### src/rtl/commit_trace_unit.sv
// commit_trace_unit
//   Watches one retirement per cycle at the writeback/memory boundary. Each
//   retired instruction is classified (REG, LOAD, STORE, OTHER, HALT), stamped
//   with a 0-based instruction number and buffered in a FIFO. A consumer
//   drains the FIFO with a valid/ready handshake. Cycle, instruction and drop
//   counters, a halt-done state and a watchdog timeout are also kept.
//
// Ports
//   clk, rst          clock and synchronous active-high reset
//   commit_*          retirement observation (valid, pc, inst)
//   reg_write..halt   side effects of the retiring instruction
//   rd_valid/rd_ready FIFO head handshake
//   rd_type..rd_addr  FIFO head record fields (0 while empty)
//   cycle_count       cycles spent in RUN
//   inst_count        instructions retired while in RUN
//   drop_count        records lost to a full FIFO
//   overflow          sticky flag, set on the first drop
//   done / timeout    state is HALTED / TIMEOUT
module commit_trace_unit #(
    parameter int unsigned DATA_W      = 16,
    parameter int unsigned REG_W       = 4,
    parameter int unsigned DEPTH       = 16,
    parameter int unsigned CNT_W       = 32,
    parameter int unsigned WDOG_CYCLES = 100000
) (
    input  logic              clk,
    input  logic              rst,
    input  logic              commit_valid,
    input  logic [DATA_W-1:0] commit_pc,
    input  logic [DATA_W-1:0] commit_inst,
    input  logic              reg_write,
    input  logic [REG_W-1:0]  wr_reg,
    input  logic [DATA_W-1:0] wr_data,
    input  logic              mem_read,
    input  logic              mem_write,
    input  logic [DATA_W-1:0] mem_addr,
    input  logic [DATA_W-1:0] mem_data,
    input  logic              halt,
    output logic              rd_valid,
    input  logic              rd_ready,
    output logic [2:0]        rd_type,
    output logic [CNT_W-1:0]  rd_inum,
    output logic [DATA_W-1:0] rd_pc,
    output logic [REG_W-1:0]  rd_reg,
    output logic [DATA_W-1:0] rd_value,
    output logic [DATA_W-1:0] rd_addr,
    output logic [CNT_W-1:0]  cycle_count,
    output logic [CNT_W-1:0]  inst_count,
    output logic [CNT_W-1:0]  drop_count,
    output logic              overflow,
    output logic              done,
    output logic              timeout
);

    localparam int unsigned AW = (DEPTH > 1) ? $clog2(DEPTH) : 1;
    localparam logic [AW:0] FULL_CNT = (AW+1)'(DEPTH);
    localparam logic [CNT_W-1:0] WDOG_LAST = CNT_W'(WDOG_CYCLES - 1);

    localparam logic [2:0] TYPE_REG   = 3'd0;
    localparam logic [2:0] TYPE_LOAD  = 3'd1;
    localparam logic [2:0] TYPE_STORE = 3'd2;
    localparam logic [2:0] TYPE_OTHER = 3'd3;
    localparam logic [2:0] TYPE_HALT  = 3'd4;

    typedef enum logic [1:0] {StRun, StHalted, StTimeout} state_e;

    typedef struct packed {
        logic [2:0]        typ;
        logic [CNT_W-1:0]  inum;
        logic [DATA_W-1:0] pc;
        logic [REG_W-1:0]  dst;
        logic [DATA_W-1:0] value;
        logic [DATA_W-1:0] addr;
    } rec_t;

    state_e            state_q, state_d;
    logic [CNT_W-1:0]  cycle_q, inst_q, drop_q;
    logic              overflow_q;
    logic              cap_valid_q;
    rec_t              cap_rec, cap_rec_q;
    logic              capture;

    rec_t              mem [DEPTH];
    logic [AW-1:0]     wr_ptr_q, rd_ptr_q;
    logic [AW:0]       count_q;
    logic              push, pop, full, accept, drop;
    rec_t              head;

    // The instruction word is observed but not part of the trace record.
    logic unused_inputs;
    assign unused_inputs = ^commit_inst;

    assign capture = commit_valid && (state_q == StRun);

    always_comb begin
        state_d = state_q;
        case (state_q)
            StRun: begin
                if (capture && halt) begin
                    state_d = StHalted;
                end else if (cycle_q == WDOG_LAST) begin
                    state_d = StTimeout;
                end
            end
            default: state_d = state_q;
        endcase
    end

    // Record fields that do not apply to the type are forced to 0.
    always_comb begin
        cap_rec      = '0;
        cap_rec.inum = inst_q;
        cap_rec.pc   = commit_pc;
        if (reg_write && mem_read) begin
            cap_rec.typ   = TYPE_LOAD;
            cap_rec.dst   = wr_reg;
            cap_rec.value = wr_data;
            cap_rec.addr  = mem_addr;
        end else if (reg_write) begin
            cap_rec.typ   = TYPE_REG;
            cap_rec.dst   = wr_reg;
            cap_rec.value = wr_data;
        end else if (halt) begin
            cap_rec.typ   = TYPE_HALT;
        end else if (mem_write) begin
            cap_rec.typ   = TYPE_STORE;
            cap_rec.value = mem_data;
            cap_rec.addr  = mem_addr;
        end else begin
            cap_rec.typ   = TYPE_OTHER;
        end
    end

    always_ff @(posedge clk) begin
        if (rst) begin
            state_q     <= StRun;
            cycle_q     <= '0;
            inst_q      <= '0;
            cap_valid_q <= 1'b0;
            cap_rec_q   <= '0;
        end else begin
            state_q     <= state_d;
            if (state_q == StRun) begin
                cycle_q <= cycle_q + 1'b1;
            end
            if (capture) begin
                inst_q    <= inst_q + 1'b1;
                cap_rec_q <= cap_rec;
            end
            cap_valid_q <= capture;
        end
    end

    // FIFO: the registered capture is pushed one cycle later. A full FIFO
    // still accepts the push when the head is popped on the same edge.
    assign push   = cap_valid_q;
    assign pop    = rd_valid && rd_ready;
    assign full   = (count_q == FULL_CNT);
    assign accept = push && (!full || pop);
    assign drop   = push && full && !pop;

    always_ff @(posedge clk) begin
        if (rst) begin
            wr_ptr_q   <= '0;
            rd_ptr_q   <= '0;
            count_q    <= '0;
            drop_q     <= '0;
            overflow_q <= 1'b0;
        end else begin
            if (accept) begin
                wr_ptr_q <= wr_ptr_q + 1'b1;
            end
            if (pop) begin
                rd_ptr_q <= rd_ptr_q + 1'b1;
            end
            case ({accept, pop})
                2'b10:   count_q <= count_q + 1'b1;
                2'b01:   count_q <= count_q - 1'b1;
                default: count_q <= count_q;
            endcase
            if (drop) begin
                drop_q     <= drop_q + 1'b1;
                overflow_q <= 1'b1;
            end
        end
    end

    always_ff @(posedge clk) begin
        if (accept) begin
            mem[wr_ptr_q] <= cap_rec_q;
        end
    end

    assign head     = mem[rd_ptr_q];
    assign rd_valid = (count_q != '0);
    assign rd_type  = rd_valid ? head.typ   : '0;
    assign rd_inum  = rd_valid ? head.inum  : '0;
    assign rd_pc    = rd_valid ? head.pc    : '0;
    assign rd_reg   = rd_valid ? head.dst   : '0;
    assign rd_value = rd_valid ? head.value : '0;
    assign rd_addr  = rd_valid ? head.addr  : '0;

    assign cycle_count = cycle_q;
    assign inst_count  = inst_q;
    assign drop_count  = drop_q;
    assign overflow    = overflow_q;
    assign done        = (state_q == StHalted);
    assign timeout     = (state_q == StTimeout);

endmodule
### config.mk
export PLATFORM = sky130hd
export DESIGN_NAME = commit_trace_unit
export DESIGN_NICKNAME = d
export VERILOG_FILES = /design/src/rtl/commit_trace_unit.sv
export SDC_FILE = /design/constraint.sdc
export NUM_CORES = 1
export LEC_CHECK = 0
export ABC_AREA = 1
export BUFFER_PORTS_ARGS = -buffer_cell sky130_fd_sc_hd__buf_2
export CAP_MARGIN = 0
export CELL_PAD_IN_SITES_DETAIL_PLACEMENT = 1
export CELL_PAD_IN_SITES_GLOBAL_PLACEMENT = 1
export CORE_MARGIN = 2
export CORE_UTILIZATION = 40
export DETAILED_ROUTE_END_ITERATION = 10
export GPL_TIMING_DRIVEN = 0
export PLACE_DENSITY_LB_ADDON = 0.1
export SLEW_MARGIN = 20
export SYNTH_ARGS = -nofsm -noshare
export SYNTH_HDL_FRONTEND = slang
export SYNTH_SLANG_ARGS = --single-unit
### constraint.sdc
create_clock -name clk -period 5.35 [get_ports clk]
set_input_delay 0.8025 -clock clk [delete_from_list [all_inputs] [get_ports clk]]
set_output_delay 0.8025 -clock clk [all_outputs]
set_load 0.01 [all_outputs]
==> flow_metrics.py, run 1 <==
metrics = {
    "yosys": {
        "synthCells": 5092,
        "synth.distinct_cells": 41,
        "synth_seq_area_share_pct": 72.4,
        "avgSynthCellArea_sq_um": 12.4,
        "yosysWarningCount": 0,
        "yosysMostFrequentCell": "edfxtp_1",
        "synth-edff-count": 1392,
        "postSynthRegisterBits": 1596,
        "synth_common_cells": "edfxtp_1 (1392), nor2_1 (912), o21ai_0 (750), clkbuf_1 (268), o221ai_1 (253)",
        "synth_top_area_share_pct": 66.0,
        "async_flop_share_pct": 0,
        "netlist_area_sq_mm": 0.0633,
        "synth_fp_nets": 5194,
        "synth_ff_type": "edfxtp_1",
        "yosys.area.top_type": "edfxtp_1",
        "ys_top_cells_by_area": "edfxtp_1 (66%), dfxtp_1 (6.4%), o21ai_0 (5.9%)",
    },
    "critical_path": {
        "crit_type": "flip-flop to primary output",
        "worst-r2r-cell-count": 9,
        "cp.arrival_ns": 4.46,
        "crit_fanout": 10,
        "crit_required_ns": 4.55,
        "r2r-start": "count_q[0]",
        "start_kind": "flip-flop",
        "regToRegSetupSlack_ns": 2.13,
        "r2r-end": "mem[3][82]",
        "worst_setup_path_end_kind": "primary output",
    },
    "global_route": {
        "grt_overflow": 0,
        "antenna_found_initial": 27,
        "grt_pass1_wl_microns": 342000,
        "grt_pass1_vias": 46500,
        "grt_usage_pct": 29.5,
        "grt_max_degree": 21,
    },
    "die": {
        "die_h_microns": 402,
        "fp.dieW_microns": 402,
        "start_util_pct": 40.1,
        "io_pins": 279,
        "die-area_sq_mm": 0.162,
        "row_count": 146,
        "coreArea_sq_mm": 0.158,
    },
    "min_path": {
        "hold_depth": 3,
        "holdCritPathClass": "primary input to flip-flop",
        "hold_end": "cap_rec_q[31]",
        "min_from": "mem_data[15]",
    },
    "sta": {
        "slew-limit-headroom_pct": 19.0,
        "period_share_pct": 98.3,
        "max_freq_mhz": 190,
        "tns_ns": 0,
        "skew_ns": 0.0399,
        "period_needed_ns": 5.26,
        "finalWorstSetupSlack_ns": 0.0899,
        "report.final.slew_viol_count": 0,
        "setup_viol": 0,
        "tightestPinTransition_ns": 1.21,
        "finalHoldViolCount": 0,
        "grt_setup_unrepaired": "no",
    },
    "pwr": {
        "p_leak_nw": 24.7,
        "powerDensity_mw_per_mm2": 443,
        "vdd_drop_max_mv": 0.349,
    },
    "cells_and_area": {
        "nets": 5724,
        "drive_gt1_share_pct": 12.9,
        "area_growth_pct": 18.1,
        "fill_cells": 16500,
    },
    "drt": {
        "wl_per_cell_microns": 30.9,
        "vias": 46300,
        "vias_per_cell": 5.92,
        "drt-total-wl_microns": 242000,
        "dr.pass1.iters": 6,
        "first_iter_violations": 5046,
        "ant_nets": 0,
        "drc": 0,
    },
    "status": {
        "status": "finished, final reports clean",
    },
    "cts": {
        "clkSinkCount": 1596,
        "clock_latency_ns": 0.81,
        "cts_setup_buffers": 0,
        "clock_tree.buffer_depth": 3,
        "cts_tree": "built",
        "cts_buffers": 174,
        "hold_buffers": 0,
        "root_buffer": "clkbuf_16",
        "htreeDepth": 4,
        "clk_pin_slew_ns": 0.06,
    },
    "job": {
        "max_cap_violations": 0,
    },
    "placed_design": {
        "numPortBuffers": 261,
        "gp_congestion": 0.840,
        "dp_slack_ns": 0.790,
        "hpwlAfterDp_microns": 168000,
    },
}
how the worst max path moves through the flow:
stage,startpoint,end,slack [ns]
5_1_grt,count_q[0],rd_addr[8],0.005
3_3_place_gp,rd_ready,mem[8][77],-6.33
6_report,count_q[0],rd_addr[14],0.09
2_1_floorplan,rd_ready,mem[11][0],-0.06
4_1_cts,flip-flop,rd_type[0],0.05
3_5_place_dp,flip-flop,rd_inum[31],0.79
sequential cells by signal (all words and copies together) (netlist names), named ones only:
register and flops:
cap_rec_q 87, cap_valid_q 1, count_q 5, cycle_count 32
drop_count 32, inst_count 32, mem 1392, overflow 1
rd_ptr_q 4, state_q 2, wr_ptr_q 4
power breakdown:
part | internal [mW] | total (mW) | switching, mW
logic | 1.87 | 7.58 | 5.72
clock network | 6.49 | 11.5 | 5.00
registers | 13.8 | 14.1 | 0.333
routing by layer:
layer	track usage (%)	vias to the layer above	share of wire (%)
li1	-	20000	-
met1	41.4	24000	43
met2	46.3	1916	46
met3	5.45	405	8.0
met4	9.62	20	3.2
met5	0	-	0.071
worst max-delay path, cell delays in order, from the launching register on:
cell and delay (ns):
dfxtp_1 0.39, nor2_1 0.09, nand3_1 0.25, clkinv_1 0.74, clkbuf_1 0.68, clkbuf_1 0.52
a21oi_1 0.70, buf_2 0.25
area by class of cell:
class                      count  area (sq um)  share of cell area [%]
sequential                  1596         45900                    61.3
multi-input combinational   2952         15200                    20.3
clock buffer                 234          4760                    6.36
timing repair buffer         354          3450                    4.61
tap                         2072          2590                    3.46
buffer                       387          1820                    2.43
inverter                     157           591                   0.789
clock inverter                69           518                   0.692
antenna                        9          22.5                  0.0301
through the flow:
step                      power, mW  area, sq um  std cells  hold slack (ns)  util [%]
after floorplan                17.9        63400       5092            0.459         -
after global placement         21.7        67300       7425            0.454      42.6
after detailed placement       21.8        69500       7518            0.466      44.1
after CTS                      33.2        74800       7821            0.211      47.4
after global routing           34.2        74800       7823            0.261      47.4
final                          33.2        74800       7830            0.257      47.4
cells by family after synthesis:
family | count (synthesis) | synth area share, %
adder cells (fa/ha/maj) | 10 | 0.198
buffers and inverters | 544 | 3.76
flip-flops | 1596 | 72.4
AO/OA/AOI/OAI | 1502 | 14.0
XOR/XNOR | 45 | 0.622
AND/OR/NAND/NOR | 1395 | 8.95
cells in the final DEF (no fill, tap or decap), types with 9 or more instances in the layout:
master        n
xnor2_1      14
nor2_1      895
o21ai_1      67
edfxtp_1   1392
o22ai_1      95
clkbuf_2     21
buf_2       298
o21ai_0     750
ha_1         10
clkinv_2     18
buf_16       38
nand4_1      36
buf_4        65
clkinv_1     36
clkbuf_8      9
nand2_1     220
nand3_1     154
o221ai_1    253
nor2_4       17
buf_1         9
nor3_1       51
inv_1       151
diode_2       9
clkbuf_16   178
xor2_1       31
clkbuf_1    295
a21oi_1     213
buf_12       54
dfxtp_1     204
o211ai_1    112
repair_timing:
action                     4_1_cts  5_1_grt
gates resized for setup          2        3
gates cloned                     0        0
setup endpoints to repair        4        1
hold endpoints to repair         0        0
(Power assumes the default switching activity.)
==> run 2, diff against run 1 <==
- CORE_ASPECT_RATIO: default -> 2
- CORE_UTILIZATION: 40 -> 46
==> run 2 against run 1 <==
The run now ends with setup timing left. Final cell count decreased by 4.8%. Sequential share of layout area increased by 0.92 points. Sequential cell count unchanged. Setup slack got worse by 0.11 ns. Clock power decreased by 6%. Maximum frequency decreased by 2.1%. First-iteration DRC count decreased by 11%. Non-clock buffer count decreased by 7. Largest cell class unchanged. Largest power group unchanged.
==> flow_metrics.py, run 2 (synthesis results as in run 1) <==
metrics = {
    "placed_design": {
        "hpwlAfterDp_microns": 174000,
        "gp_congestion": 0.870,
        "numPortBuffers": 261,
        "dp.cells": 7186,
        "place_area_sq_mm": 0.0689,
        "dp_slack_ns": 0.641,
    },
    "die": {
        "io_pins": 279,
        "die_h_microns": 529,
        "row_count": 192,
        "start_util_pct": 46.3,
        "coreArea_sq_mm": 0.137,
        "die-area_sq_mm": 0.141,
        "fp.dieW_microns": 266,
    },
    "drt": {
        "wl_met2_microns": 126000,
        "highest_layer": "met5",
        "drt-total-wl_microns": 247000,
        "drt-met1-wl_microns": 82300,
        "ant_nets": 0,
        "vias": 47100,
        "first_iter_violations": 4511,
        "wl_per_cell_microns": 33.2,
        "vias_per_cell": 6.32,
        "dr.pass1.iters": 5,
        "drc": 0,
        "met3RoutedLength_microns": 18000,
    },
    "global_route": {
        "grt_max_degree": 22,
        "grt_pass1_wl_microns": 348000,
        "grt_pass1_vias": 49900,
        "grt_overflow": 0,
        "grt_usage_pct": 34.8,
        "antenna_found_initial": 12,
    },
    "sta": {
        "finalWorstSetupSlack_ns": -0.0225,
        "report.final.slew_viol_count": 0,
        "period_needed_ns": 5.37,
        "tns_ns": -0.0225,
        "setup_viol": 1,
        "finalHoldViolCount": 0,
        "slew-limit-headroom_pct": 14.0,
        "skew_ns": 0.0323,
        "tightestPinTransition_ns": 1.29,
        "grt_setup_unrepaired": "no",
        "period_share_pct": 100,
        "hold_slack_ns": 0.257,
        "max_freq_mhz": 186,
    },
    "cts": {
        "clock_latency_ns": 0.81,
        "cts_tree": "built",
        "clk_pin_slew_ns": 0.06,
        "clkSinkCount": 1596,
        "htreeDepth": 4,
        "hold_buffers": 0,
        "cts_resized": 0,
        "cts_buffers": 151,
        "clock_tree.buffer_depth": 4,
        "cts_setup_buffers": 0,
        "root_buffer": "clkbuf_16",
    },
    "pwr": {
        "combPwrFrac_pct": 23.4,
        "p_leak_nw": 24.4,
        "powerDensity_mw_per_mm2": 441,
        "power.switching_mw": 10.9,
        "p_int_mw": 21.6,
        "swShare_pct": 33.5,
        "seqPwrFrac_pct": 43.3,
        "total_power_mw": 32.5,
        "clkPwrFrac_pct": 33.3,
        "vdd_drop_max_mv": 0.242,
    },
    "critical_path": {
        "crit_fanout": 10,
        "crit_type": "flip-flop to primary output",
        "path_common_cell": "clkbuf_1",
        "cpPeakStageDelay_ns": 0.93,
        "r2r-start": "count_q[0]",
        "slowest_stage": "clkbuf_1",
        "worst_setup_path_end_kind": "primary output",
        "path_cells": "clkbuf_1 -> clkbuf_1 -> clkbuf_1 -> o211ai_1 -> a21oi_1 -> buf_2",
        "start_kind": "flip-flop",
        "cp.arrival_ns": 4.57,
        "crit_required_ns": 4.55,
    },
    "status": {
        "status": "finished, violations left",
        "violations": "setup timing",
    },
    "cells_and_area": {
        "layout.cells.non_filler": 7453,
        "final_common_cell": "edfxtp_1",
        "drive_gt1_share_pct": 12.6,
        "fin_area_sq_mm": 0.0737,
        "area_growth_pct": 16.4,
        "nets": 5694,
        "utilization_pct": 53.9,
        "largest_reg_flops": 1392,
        "layout_common_cells": "edfxtp_1 (1392), nor2_1 (894), o21ai_0 (750), buf_2 (298), clkbuf_1 (285)",
        "top_register": "mem",
        "largestRegisters": "mem x1392, cap_rec_q x87",
    },
    "min_path": {
        "holdCritPathClass": "primary input to flip-flop",
        "min_from": "wr_reg[1]",
    },
    "job": {
        "max_cap_violations": 0,
    },
}
-- run 2: power by group through the flow --
stage	sequential, mW	combinational (mW)	clock, mW
final	14.1	7.60	10.8
after CTS	14.1	7.49	10.9
after global placement	14.3	7.23	0
after detailed placement	14.3	7.43	0
after floorplan	14.2	3.67	0
after global routing	14.1	7.96	11.3
-- run 2: cell type report --
cell class,instances,area [sq um]
tap,1746,2180
clock buffer,197,4130
fill,13900,63000
antenna,5,12.5
clock inverter,66,656
buffer,386,1810
inverter,157,591
timing repair buffer,348,3270
multi-input combinational,2952,15200
sequential,1596,45900
-- run 2: layer usage --
layer,global-route usage [%],vias up
met5,0,-
met4,25.2,8
met3,5.80,835
met2,61.7,2368
met1,37.2,24000
li1,-,19900
-- run 2: worst paths after layout --
path / end / slack, ns / cells after the start
setup / recovery: rd_inum[2] / -0.02 / 6
hold / removal: cap_rec_q[33] / 0.26 / 3
setup reg to reg: mem[2][33] / 2.13 / 11
hold reg to reg: inst_count[29] / 0.49 / 2
-- run 2: critical path: cells and delay by family (launching register included) --
kind,cells,cell delay (ns)
buffers and inverters,4,2.59
AO/OA/AOI/OAI,2,0.87
flip-flops,1,0.31
